[config.mk]
export PLATFORM = sky130hd
export DESIGN_NAME = winograd_filter_xform_ctrl
export DESIGN_NICKNAME = d
export VERILOG_FILES = /design/src/rtl/winograd_pkg.sv /design/src/rtl/winograd_filter_xform_ctrl.sv
export SDC_FILE = /design/constraint.sdc
export NUM_CORES = 1
export LEC_CHECK = 0
export BUFFER_PORTS_ARGS = -buffer_cell sky130_fd_sc_hd__clkbuf_2
export CAP_MARGIN = 10
export CORE_AREA = 2 2 178 180
export CTS_CLUSTER_DIAMETER = 60
export DETAILED_ROUTE_END_ITERATION = 8
export DIE_AREA = 0 0 180 182
export GPL_TIMING_DRIVEN = 0
export PLACE_DENSITY = 0.59
export SLEW_MARGIN = 20
export SYNTH_ARGS = -nofsm -noshare
export SYNTH_HDL_FRONTEND = slang
export SYNTH_SLANG_ARGS = --single-unit
export TNS_END_PERCENT = 5
[constraint.sdc]
create_clock -name clk -period 3.95 [get_ports clk]
set_input_delay 0.79 -clock clk [delete_from_list [all_inputs] [get_ports clk]]
set_output_delay 0.79 -clock clk [all_outputs]
set_load 0.005 [all_outputs]
[src/rtl/winograd_pkg.sv]
// winograd_pkg: shared widths, read latency and FSM state encoding for the Winograd filter-transform controller
package winograd_pkg;
    localparam int FILT_W  = 72;
    localparam int XFORM_W = 128;
    localparam int RD_LAT  = 1;
    typedef enum logic [2:0] {S_IDLE, S_RD, S_CAP, S_XF, S_WR, S_DONE} state_t;
endpackage

[src/rtl/winograd_filter_xform_ctrl.sv]
// winograd_filter_xform_ctrl: streams 3x3 filters from SRAM through the external Winograd transform into the transformed-filter buffer
module winograd_filter_xform_ctrl
    import winograd_pkg::*;
#(
    parameter int ADDR_W = 10,
    parameter int CNT_W  = 8
) (
    input  logic               clk,
    input  logic               rstn,
    input  logic               start,
    input  logic               abort,
    input  logic [CNT_W-1:0]   num_filters,
    input  logic [ADDR_W-1:0]  rd_base,
    input  logic [ADDR_W-1:0]  wr_base,
    output logic               rd_en,
    output logic [ADDR_W-1:0]  rd_addr,
    input  logic [FILT_W-1:0]  rd_data,
    output logic [FILT_W-1:0]  xf_filter,
    input  logic [XFORM_W-1:0] xf_result,
    output logic               wr_valid,
    input  logic               wr_ready,
    output logic [ADDR_W-1:0]  wr_addr,
    output logic [XFORM_W-1:0] wr_data,
    output logic               busy,
    output logic               done
);
    state_t             state;
    logic [CNT_W-1:0]   n;
    logic [CNT_W-1:0]   idx;
    logic [ADDR_W-1:0]  rb;
    logic [ADDR_W-1:0]  wb;
    logic [CNT_W-1:0]   idx_nx;

    assign idx_nx = idx + CNT_W'(1);

    // rd_data arrives RD_LAT cycle after the RD strobe, so it is captured on leaving CAP
    always_ff @(posedge clk or negedge rstn) begin
        if (!rstn) begin
            state     <= S_IDLE;
            n         <= '0;
            idx       <= '0;
            rb        <= '0;
            wb        <= '0;
            rd_en     <= 1'b0;
            rd_addr   <= '0;
            xf_filter <= '0;
            wr_valid  <= 1'b0;
            wr_addr   <= '0;
            wr_data   <= '0;
            busy      <= 1'b0;
            done      <= 1'b0;
        end else begin
            rd_en <= 1'b0;
            done  <= 1'b0;
            if (abort && state != S_IDLE) begin
                state    <= S_IDLE;
                wr_valid <= 1'b0;
                busy     <= 1'b0;
            end else begin
                case (state)
                    S_IDLE: if (start) begin
                        n    <= num_filters;
                        rb   <= rd_base;
                        wb   <= wr_base;
                        idx  <= '0;
                        busy <= 1'b1;
                        if (num_filters != '0) begin
                            state   <= S_RD;
                            rd_en   <= 1'b1;
                            rd_addr <= rd_base;
                        end else begin
                            state <= S_DONE;
                            done  <= 1'b1;
                        end
                    end
                    S_RD:  state <= S_CAP;
                    S_CAP: begin
                        xf_filter <= rd_data;
                        state     <= S_XF;
                    end
                    S_XF: begin
                        wr_data  <= xf_result;
                        wr_addr  <= wb + ADDR_W'(idx);
                        wr_valid <= 1'b1;
                        state    <= S_WR;
                    end
                    S_WR: if (wr_ready) begin
                        wr_valid <= 1'b0;
                        if (idx == n - CNT_W'(1)) begin
                            state <= S_DONE;
                            done  <= 1'b1;
                        end else begin
                            idx     <= idx_nx;
                            state   <= S_RD;
                            rd_en   <= 1'b1;
                            rd_addr <= rb + ADDR_W'(idx_nx);
                        end
                    end
                    S_DONE: begin
                        state <= S_IDLE;
                        busy  <= 1'b0;
                    end
                    default: state <= S_IDLE;
                endcase
            end
        end
    end
endmodule

After elaboration in Yosys (flattened, before gate mapping)
Index checks and enable logic that the tools add are counted.
- $add $sub $neg: 4
- equality and inequality tests: 12
- mux-type cells: 33
- bitwise logic cells: 1
- reductions and logical operators: 15
- operator list (cell ; count):
    two-way mux 10 bit ; 4
    two-way mux 8 bit ; 3
    adder 10 x 8 -> 10 bit ; 2
    one-hot mux 10 bit (2 select lines) ; 1
    one-hot mux 8 bit (2 select lines) ; 1
    two-way mux 3 bit ; 5
    one-hot mux 3 bit (5 select lines) ; 1
    two-way mux 1 bit ; 14
    AND reduction 2 bit ; 5
    nonzero test 3 bit ; 3
    adder 8 x 1 -> 8 bit (second input constant) ; 1
    equality test 8 bit ; 1
    inequality test 2 bit (second input constant) ; 4
    one-hot mux 1 bit (2 select lines) ; 4
    nonzero test 8 bit ; 1
    subtractor 8 x 1 -> 8 bit (second input constant) ; 1
    equality test 3 x 2 -> 1 bit (second input constant) ; 2
    equality test 3 bit (second input constant) ; 2
    inequality test 3 bit (second input constant) ; 2
    AND reduction 6 bit ; 1
    AND reduction 5 bit ; 1
    equality test 3 x 1 -> 1 bit (second input constant) ; 1
    logical NOT 3 bit ; 1
    AND reduction 3 bit ; 1
    other kinds (3) ; 3
- flip-flop bits (word level): 263
- input port bits: 233
- output and inout bits: 224

Logic depth before layout (Yosys ltp)
Gate-level depths: netlist of the first run.
- word-level depth: 6
- mapped depth: 12
- depth with buffers taken out: 12

Worst setup path after synthesis of the first run
OpenSTA, ideal clock, no wires.
- path type: register to register
- start point: register idx[0]
- end point: register rd_addr[9]
- setup time: 0.127 ns
- data arrival time: 2.548 ns
- path slack: 1.274 ns
- cell stages (with the launch flop): 13
- buffers on the path: 0
- clock period less this slack: 2.676 ns
- path through: dfrtp_1 -> ha_1 -> nand3_1 -> nor2_1 -> xor2_1 -> ha_1 -> or2_1 -> a21boi_1 -> and3_1 -> a22oi_1 -> xor2_1 -> o21ai_0 -> mux2_1
- cells in the longest elaborated chain, start to end: 5
- elaborated cells between the ends (all ways): 8
- those cells by class: add/sub: 2; eq/ne: 2; mux: 3; reduce/logical: 1
- RTL lines (what ; RTL line ; source):
    start: declaration ; winograd_filter_xform_ctrl.sv:29 ; logic [CNT_W-1:0] idx;
    start signal: assignment ; winograd_filter_xform_ctrl.sv:93 ; idx <= idx_nx;
    adder 8 x 1 -> 8 bit ; winograd_filter_xform_ctrl.sv:34 ; assign idx_nx = idx + CNT_W'(1);
    adder 10 x 8 -> 10 bit ; winograd_filter_xform_ctrl.sv:96 ; rd_addr <= rb + ADDR_W'(idx_nx);
    two-way mux 10 bit ; winograd_filter_xform_ctrl.sv:89 ; if (idx == n - CNT_W'(1)) begin
    two-way mux 10 bit ; winograd_filter_xform_ctrl.sv:87 ; S_WR: if (wr_ready) begin
    one-hot mux 10 bit (2 select lines) ; winograd_filter_xform_ctrl.sv:60 ; case (state)
    end signal: assignment ; winograd_filter_xform_ctrl.sv:70 ; rd_addr <= rd_base;
    end signal: assignment ; winograd_filter_xform_ctrl.sv:96 ;
    end: declaration ; winograd_filter_xform_ctrl.sv:16 ; output logic [ADDR_W-1:0] rd_addr,
Parallel ways exist; a longest one is shown, timed or not. The select of a mux whose other input is x is not followed.
A chain may end at the register's enable or synchronous reset.

Worst setup path in the final report of the first run
- start point: register idx[2]
- end point: register rd_addr[9]
Same word-level chain as after synthesis.

==> results of run 1 <==
-- layout by cell type, fill, tap and decap left out, drive strengths merged, types with 3 or more instances in the layout --
cell / count
diode: 3
nor3: 5
buf: 23
nor2: 21
dfrtp: 263
clkinv: 10
o21a: 4
a22o: 5
nand2: 492
nand3b: 4
o21ai: 25
mux2i: 3
xnor2: 16
ha: 18
clkbuf: 533
a21oi: 14
and3: 8
inv: 16
o31ai: 4
mux2: 77
nand2b: 4
xor2: 13
nor2b: 5
a21o: 7
a211oi: 5
a22oi: 3
nand3: 8
nor4: 3
-- registers in the layout, indices dropped and copies added, names as in the netlist, 3 cells and up --
register and flops:
idx 8, state 3, n 8, rd_addr 10, wr_addr 10, xf_filter 72, rb 10, wb 10
wr_data 128
-- kinds of logic (layout without fill, tap and decap cells) --
kind of cell	after synthesis	count (layout)	synth area share [%]
AND/OR/NAND/NOR	562	562	20.2
flip-flops	263	263	59.1
AO/OA/AOI/OAI	85	85	5.07
multiplexers	80	80	8.06
buffers and inverters	74	586	2.91
XOR/XNOR	29	29	2.28
adder cells (fa/ha/maj)	20	20	2.38
other	0	3	0
-- how the worst max path moves through the flow --
| stage | end | cells past startpoint | slack (ns) | start |
|---|---|---|---|---|
| floorplan | rd_addr[9] | 12 | 1.27 | idx[0] |
| CTS | rd_addr[9] | 12 | 0.90 | idx[2] |
| global route | rd_addr[9] | 12 | 0.63 | idx[2] |
| global placement | rd_addr[6] | 1 | -3.60 | rstn |
| finish | rd_addr[9] | 12 | 0.91 | idx[2] |
| detailed placement | rd_addr[9] | 12 | 0.91 | idx[2] |
-- stage by stage --
stage | total power, mW | cell area, um^2 | util [%] | TNS [ns]
after floorplan | 6.50 | 11100 | - | 0
after global placement | 8.44 | 13900 | 44.9 | -938.99
after detailed placement | 8.56 | 14000 | 45.2 | 0
after CTS | 11.4 | 15000 | 48.4 | 0
after global routing | 12.1 | 15000 | 48.4 | 0
final | 11.2 | 15000 | 48.4 | 0
-- per-layer routing --
layer | part of all wire, % | up-vias | routed length, um
li1 | - | 4583 | -
met1 | 42 | 4387 | 14200
met2 | 48 | 308 | 16000
met3 | 6.6 | 71 | 2220
met4 | 3.7 | 0 | 1240
met5 | 0 | - | 0
-- cell usage after synthesis (all sizes together), types with 2 or more instances --
cell type,instances
or2,2
nand4,2
ha,18
o21a,4
o22ai,2
nor4,3
o31ai,4
buf,20
nor2b,5
nor3,5
inv,15
o211ai,2
xnor2,16
xor2,13
nand3,8
nand3b,4
nand2b,4
a211oi,5
fa,2
o311ai,2
o21bai,2
nand2,492
a21oi,14
mux2i,3
clkbuf,39
nor2,21
a21o,7
a22oi,3
o21ai,25
nor3b,2
a22o,5
a21boi,2
mux2,77
and3,8
dfrtp,263
and2,2
-- worst register-to-register path, cell delays in order, from the launching register on --
cell and delay, ns:
dfrtp_1 0.35, clkbuf_1 0.34, nand3_1 0.25, nor2_1 0.18, xor2_1 0.22, ha_1 0.28, or2_1 0.22, a21boi_1 0.14
and3_1 0.18, a22oi_1 0.20, xor2_1 0.16, o21ai_0 0.09, mux2_1 0.30
-- final cells by class --
type                            count  share of cell area, %
Clock buffer                       39                   5.63
Buffer                             59                   1.78
Clock inverter                     15                   1.04
Tap cell                          402                   3.35
Inverter                           15                  0.375
Sequential cell                   263                   43.8
Multi-Input combinational cell    776                   28.1
Antenna cell                        3                 0.0500
Timing Repair Buffer              458                   15.8
-- where the power goes --
part	internal (mW)	switching [mW]	total (mW)
Sequential	3.97	0.713	4.69
Combinational	1.76	2.01	3.77
Clock	1.64	1.14	2.78
Total	7.38	3.86	11.2
==> impl_metrics.yaml, run 1 <==
logic_synthesis:
  ys.flop_type: "dfrtp_1"
  syn_inst: 1113
  synth.distinct_cells: 59
  synth_top_area_share_pct: 59.1
  yosysSeqAreaShare_pct: 59.1
  async_flop_share_pct: 100
  synth_top_area_cell: "dfrtp_1"
  synth.area.top_cells: "dfrtp_1 59%, nand2_1 17%, mux2_1 7.7%"
  synth_seq_cells: 263
  synth_edf_count: 0
  postSynthAreaPerCell_um2: 10.0
  ys_warn_count: 0
  synth_area_um2: 11100
  synth_nets: 1366
sta:
  finalSetupViolations: 0
  worstMarginPinSlew_ns: 0.735
  clock_skew_ns: 0.00575
  fin_ws_ns: 0.914
  hold_viol_final: 0
  rsz0062_at_grt: "false"
  slew_violations: 0
  final.period_utilization_pct: 76.9
  fmax_ghz: 0.329
  relSlewSlack_pct: 51.0
  hold_ws_ns: 0.142
  fin_crit_ns: 3.04
finish:
  fillerInstances: 3048
  layout-drive-gt1-share_pct: 32.6
  instances_no_fill: 2030
  multi_input_area_um2: 4230
  register_area_um2: 6580
  syn2layout_area_growth_pct: 34.9
  final_nets: 1857
worst_setup_path:
  worstPathCellList: "clkbuf_1 -> nand3_1 -> nor2_1 -> xor2_1 -> ha_1 -> or2_1 -> a21boi_1 -> and3_1 -> a22oi_1 -> xor2_1 -> o21ai_0 -> mux2_1"
  r2r_start: "idx[2]"
  crit_required_ns: 4.40
  start_kind: "register"
  critPathBufInv: 1
  reg2reg_slack_ns: 0.91
  end_kind: "register"
  worst-r2r-cell-count: 12
  path_max_fanout: 8
  cp.arrival_ns: 3.48
  path_class: "register to register"
  cpPeakStageDelay_ns: 0.35
  reg2reg_to: "rd_addr[9]"
  cpMostUsedCell: "xor2_1"
  crit_family: "simple AND/OR/NAND/NOR gates"
  crit_slowest_cell: "dfrtp_1"
detailed_routing:
  via_per_inst: 4.61
  via_count: 9349
  drtPass1Iterations: 6
  drc_errors: 0
  wl_per_cell_um: 16.6
  antenna_left: 0
  drt_iter0_drc: 383
  routed_wl_um: 33700
global_route:
  overflow: 0
  grt_util_met1_pct: 25.6
  antenna_found_initial: 3
  busiest_layer: "met2"
  grt_pass1_vias: 9335
  grt_max_degree: 88
  grt_pass1_wl_um: 52500
  grtUsageMet2_pct: 33.8
  grt_use_met3_pct: 4.45
  grtUsageTotal_pct: 20.1
floorplan:
  rows: 65
  core_um2: 31000
  die_h_um: 182
  pin_count: 457
  die_w_um: 180
  initial_core_util_pct: 35.9
  die-area_um2: 32800
worst_hold_path:
  min_path_type: "input pin to asynchronous set/reset pin"
place:
  dpl.hpwl_um: 26200
  gp_congestion: 0.834
  port_buffers: 455
  place_ws_ns: 0.912
  dp_cells: 1973
clock_tree:
  cts_buffers: 31
  cts_tree: "yes"
  hold_buffers: 0
  insertion_delay_ns: 0.56
  cts_root_buf: "clkbuf_16"
  htreeDepth: 1
  cts_setup_buffers: 0
  cts.clk_slew.worst_paths_ns: 0.06
  cts.sinks: 263
  max-clock-path-buffers: 3
  ctsResizeCount: 0
flow_run:
  cap_violations: 0
status:
  status: "complete, no violations"
pwr:
  p_leak_nw: 8.28
  ir_drop_mv: 0.391
  p_per_area_nw_per_um2: 749
Power figures use the tool's default switching activity.
==> run 2: changes to the inputs <==
- CORE_AREA: 2 2 178 180 -> 2 2 180 182
- DIE_AREA: 0 0 180 182 -> 0 0 182 184
- PLACE_DENSITY: 0.59 -> 0.58
- clock period: 3.95 -> 3.15 ns (I/O delays scaled with it)
==> impl_metrics.yaml, run 2 (synthesized netlist as in run 1, its figures left out) <==
pwr:
  fin_total_pwr_mw: 14.2
  p_leak_nw: 8.29
  p_int_mw: 9.27
  clkPwrFrac_pct: 24.9
  pwr-share-seq_pct: 41.5
  swShare_pct: 34.5
  power.net_switching_mw: 4.88
  p_per_area_nw_per_um2: 942
  ir_drop_mv: 0.452
  combPwrFrac_pct: 33.6
place:
  port_buffers: 455
  dpl.hpwl_um: 26000
  placed_cell_area_um2: 14000
  gp_congestion: 0.861
global_route:
  grt_pass1_vias: 9146
  grtUsageTotal_pct: 19.7
  overflow: 0
  grt_max_degree: 87
  grt_pass1_wl_um: 51800
  antenna_found_initial: 3
worst_setup_path:
  crit_slowest_cell: "or4b_1"
  cp.arrival_ns: 3.33
  path_max_fanout: 8
  worstPathCellList: "ha_1 -> xor2_1 -> ha_1 -> a211oi_1 -> nor2_1 -> or4b_1 -> a22oi_1 -> xor2_1 -> o21ai_0 -> mux2_1"
  path_class: "register to register"
  reg2reg_slack_ns: 0.24
  cpPeakStageDelay_ns: 0.50
  end_kind: "register"
  crit_family: "simple AND/OR/NAND/NOR gates"
  crit_required_ns: 3.57
  start_kind: "register"
  critPathBufInv: 0
detailed_routing:
  via_per_inst: 4.61
  drt_iter0_drc: 338
  wl_per_cell_um: 16.7
  drc_errors: 0
  antenna_left: 0
  via_count: 9363
  drtPass1Iterations: 4
  routed_wl_um: 33900
finish:
  regMostFlops: "wr_data"
  layout-drive-gt1-share_pct: 33.0
  largest_register_ffs: 128
  largest_registers: "wr_data: 128 flops, xf_filter: 72 flops"
  syn2layout_area_growth_pct: 35.0
  final_area_um2: 15000
  final_common_cell: "nand2_1"
  mostFrequentLayoutCells: "492 x nand2_1, 455 x clkbuf_2, 261 x dfrtp_1"
  final_nets: 1856
sta:
  hold_viol_final: 0
  final.period_utilization_pct: 92.3
  worstMarginPinSlew_ns: 0.740
  hold_ws_ns: 0.0488
  rsz0062_at_grt: "false"
  relSlewSlack_pct: 50.7
  finalSetupViolations: 0
  fmax_ghz: 0.344
  slew_violations: 0
  fin_crit_ns: 2.91
  clock_skew_ns: 0.00840
clock_tree:
  cts_tree: "yes"
  max-clock-path-buffers: 3
  cts_setup_buffers: 0
  hold_buffers: 0
  htreeDepth: 1
  insertion_delay_ns: 0.55
  cts.clk_slew.worst_paths_ns: 0.06
  cts_root_buf: "clkbuf_16"
  cts.sinks: 263
  cts_buffers: 31
floorplan:
  rows: 65
  core_um2: 31400
  die_h_um: 184
  die-area_um2: 33500
  pin_count: 457
  die_w_um: 182
  initial_core_util_pct: 35.5
status:
  status: "complete, no violations"
flow_run:
  cap_violations: 0
worst_hold_path:
  min_path_type: "input pin to asynchronous set/reset pin"
==> run 2: what timing repair did <==
item / 4_1_cts / 5_1_grt
gates resized for setup: 0 / 3
endpoints found under the setup margin: 0 / 2
hold endpoints to repair: 0 / 0
==> run 2: worst paths after layout <==
path                                     from           end  depth (start not counted)
worst max register to register         idx[0]    rd_addr[9]                         10
worst min register to register   wr_data[104]  wr_data[104]                          2
worst max-delay path                   idx[0]    rd_addr[9]                         10
max in group asynchronous                rstn   wr_data[80]                          3
min in group clk                xf_result[23]   wr_data[23]                          3
worst min-delay path                     rstn    rd_addr[7]                          1
==> run 2: power groups by stage <==
stage	Combinational [mW]	Clock, mW	Sequential, mW
after floorplan	2.20	0	5.95
after global placement	4.73	0	5.87
after detailed placement	4.83	0	5.93
after CTS	4.85	3.62	5.89
after global routing	5.37	3.78	6.10
final	4.75	3.52	5.87
==> run 2: per-stage QoR <==
stage	setup TNS [ns]	worst slack [ns]	std cells	utilization, %
2_1_floorplan	0	0.474	1113	-
3_3_place_gp	-1125.45	-4.32	1970	44.3
3_5_place_dp	0	0.0911	1973	44.6
4_1_cts	0	0.0826	2029	47.8
5_1_grt	0	0.00417	2031	47.9
6_report	0	0.241	2031	47.9
==> run 2: final cells by class <==
cell class / instances / area [um^2]
antenna: 3 / 7.51
buffer: 58 / 264
clock buffer: 38 / 852
clock inverter: 18 / 159
fill: 3038 / 16400
inverter: 15 / 56.3
multi-input combinational: 776 / 4230
sequential: 263 / 6580
tap: 402 / 503
timing repair buffer: 458 / 2370
==> run 2: layer usage <==
layer / vias to the layer above / routed length, um / share of wire, % / track usage, %
li1: 4582 / - / - / -
met1: 4382 / 14100 / 42 / 24.7
met3: 71 / 2310 / 6.8 / 4.38
met2: 328 / 16200 / 48 / 32.9
met4: 0 / 1280 / 3.8 / 8.52
met5: - / 0 / 0 / 0
==> run 3: changes to the inputs <==
- CORE_AREA: 2 2 180 182 -> 2 2 176 178
- CTS_BUF_LIST: not set -> sky130_fd_sc_hd__clkbuf_8
- DIE_AREA: 0 0 182 184 -> 0 0 178 180
- PLACE_DENSITY: 0.58 -> 0.6
- RECOVER_POWER: not set -> 100
==> impl_metrics.yaml, run 3 (synthesized netlist as in run 1, its figures left out) <==
floorplan:
  initial_core_util_pct: 36.9
  core_um2: 30200
  pin_count: 457
  die_h_um: 180
  rows: 64
  die_w_um: 178
  die-area_um2: 32000
clock_tree:
  cts.clk_slew.worst_paths_ns: 0.06
  cts_tree: "yes"
  cts_buffers: 47
  cts_root_buf: "clkbuf_8"
  cts.sinks: 263
  max-clock-path-buffers: 3
  cts_setup_buffers: 0
  htreeDepth: 2
  insertion_delay_ns: 0.56
finish:
  layout-drive-gt1-share_pct: 22.3
  largest_registers: "wr_data: 128 flops, xf_filter: 72 flops"
  regMostFlops: "wr_data"
  instances_no_fill: 2057
  syn2layout_area_growth_pct: 32.0
  final_common_cell: "nand2_1"
  largest_register_ffs: 128
  final_nets: 1873
  fillerInstances: 3035
  final_area_um2: 14700
  mostFrequentLayoutCells: "492 x nand2_1, 282 x clkbuf_2, 261 x dfrtp_1"
  fin_util_pct: 48.7
detailed_routing:
  via_per_inst: 4.61
  drt_iter0_drc: 413
  drtPass1Iterations: 6
  via_count: 9489
  wl_per_cell_um: 16.4
  drc_errors: 0
  antenna_left: 0
  routed_wl_um: 33700
sta:
  hold_viol_final: 0
  clock_skew_ns: 0.0215
  relSlewSlack_pct: -14.1
  final.period_utilization_pct: 92.4
  slew_violations: 26
  rsz0062_at_grt: "false"
  fin_ws_ns: 0.240
  finalSetupViolations: 0
  fin_crit_ns: 2.91
  fmax_ghz: 0.344
  worstMarginPinSlew_ns: 1.71
pwr:
  combPwrFrac_pct: 32.8
  pwr-share-seq_pct: 43.5
  ir_drop_mv: 0.440
  p_int_mw: 8.64
  clkPwrFrac_pct: 23.6
  p_leak_nw: 7.73
  swShare_pct: 35.8
  p_per_area_nw_per_um2: 917
  power.net_switching_mw: 4.82
place:
  place_ws_ns: 0.0641
  dpl.hpwl_um: 25700
  dp_cells: 1967
  placed_cell_area_um2: 14000
  gp_congestion: 0.877
  port_buffers: 455
global_route:
  grt_max_degree: 85
  antenna_found_initial: 3
  overflow: 0
  grt_pass1_wl_um: 52000
  grtUsageTotal_pct: 20.7
  grt_pass1_vias: 9449
worst_hold_path:
  hold_path_startpoint: "xf_result[27]"
  min_path_type: "input pin to register"
worst_setup_path:
  worstPathCellList: "ha_1 -> nand3_2 -> nor2_2 -> xor2_2 -> ha_1 -> or2_1 -> a21boi_1 -> and3_1 -> a22oi_1 -> xor2_1 -> o21ai_0 -> mux2_1"
  end_kind: "register"
  crit_required_ns: 3.59
  setup.worst_path.start: "idx[0]"
  critPathBufInv: 0
  crit_slowest_cell: "dfrtp_2"
  cpPeakStageDelay_ns: 0.45
  start_kind: "register"
  cpMostUsedCell: "ha_1"
  path_max_fanout: 8
  r2r_start: "idx[0]"
  crit_family: "simple AND/OR/NAND/NOR gates"
  path_class: "register to register"
  cp.arrival_ns: 3.35
status:
  violations: "max-capacitance violations, max-slew violations"
  status: "complete, but fails checks"
flow_run:
  cap_violations: 1
==> run 3: cell types whose count changed in the layout (fill, tap and decap cells not counted), sizes merged <==
cell	previous run	this run
buf	23	9
inv	18	32
clkinv	12	10
bufinv	2	1
clkbuf	531	565
dlygate4sd3	0	1
==> run 3: metal layers <==
layer	global-route usage, %	vias to the layer above	routed length (um)	part of all wire (%)
met5	0	-	0	0
met2	35.1	346	16400	49
li1	-	4639	-	-
met1	25.0	4423	13700	41
met4	8.20	0	1180	3.5
met3	5.25	81	2470	7.3
==> run 3: layout make-up <==
cell class / count / area [um^2] / area share [%]
antenna: 3 / 7.51 / 0.0511
buffer: 58 / 230 / 1.57
clock buffer: 58 / 798 / 5.43
clock inverter: 29 / 160 / 1.09
inverter: 15 / 56.3 / 0.383
multi-input combinational: 776 / 4240 / 28.8
sequential: 263 / 6580 / 44.8
tap: 396 / 495 / 3.37
timing repair buffer: 459 / 2120 / 14.4
==> run 3: per-stage QoR <==
stage / hold WS [ns] / power [mW] / setup TNS (ns)
after floorplan: 0.334 / 8.15 / 0
after global placement: 0.457 / 10.6 / -1094.38
after detailed placement: 0.461 / 10.7 / 0
after CTS: 0.219 / 14.0 / 0
after global routing: 0.220 / 14.6 / 0
final: 0.255 / 13.5 / 0
==> run 3: final timing paths <==
| path | to | slack (ns) | cells past startpoint |
|---|---|---|---|
| max | rd_addr[9] | 0.24 | 12 |
| min | wr_data[27] | 0.26 | 3 |
| max reg2reg | rd_addr[9] | 0.24 | 12 |
| min reg2reg | wr_data[39] | 0.47 | 2 |
| max in group asynchronous | xf_filter[1] | 0.53 | 3 |
| min in group asynchronous | wr_data[77] | 1.10 | 2 |
==> run 3: what timing repair did <==
item	in CTS	in global routing
setup endpoints to repair	0	1
gates resized for setup	0	5
hold buffers	1	0
endpoints found under the hold margin	23	0
==> run 3: tightest hold or removal path: cells and delay by family <==
| kind | cells | cell delay, ns |
|---|---|---|
| and+or+nand+nor | 2 | 0.08 |
| buffers and inverters | 1 | 0.07 |
==> run 3: power by group through the flow <==
stage | Combinational [mW] | Sequential [mW] | Clock, mW
floorplan | 2.20 | 5.95 | 0
global placement | 4.69 | 5.87 | 0
detailed placement | 4.78 | 5.92 | 0
CTS | 4.81 | 5.88 | 3.29
global route | 5.02 | 6.09 | 3.47
finish | 4.42 | 5.86 | 3.18
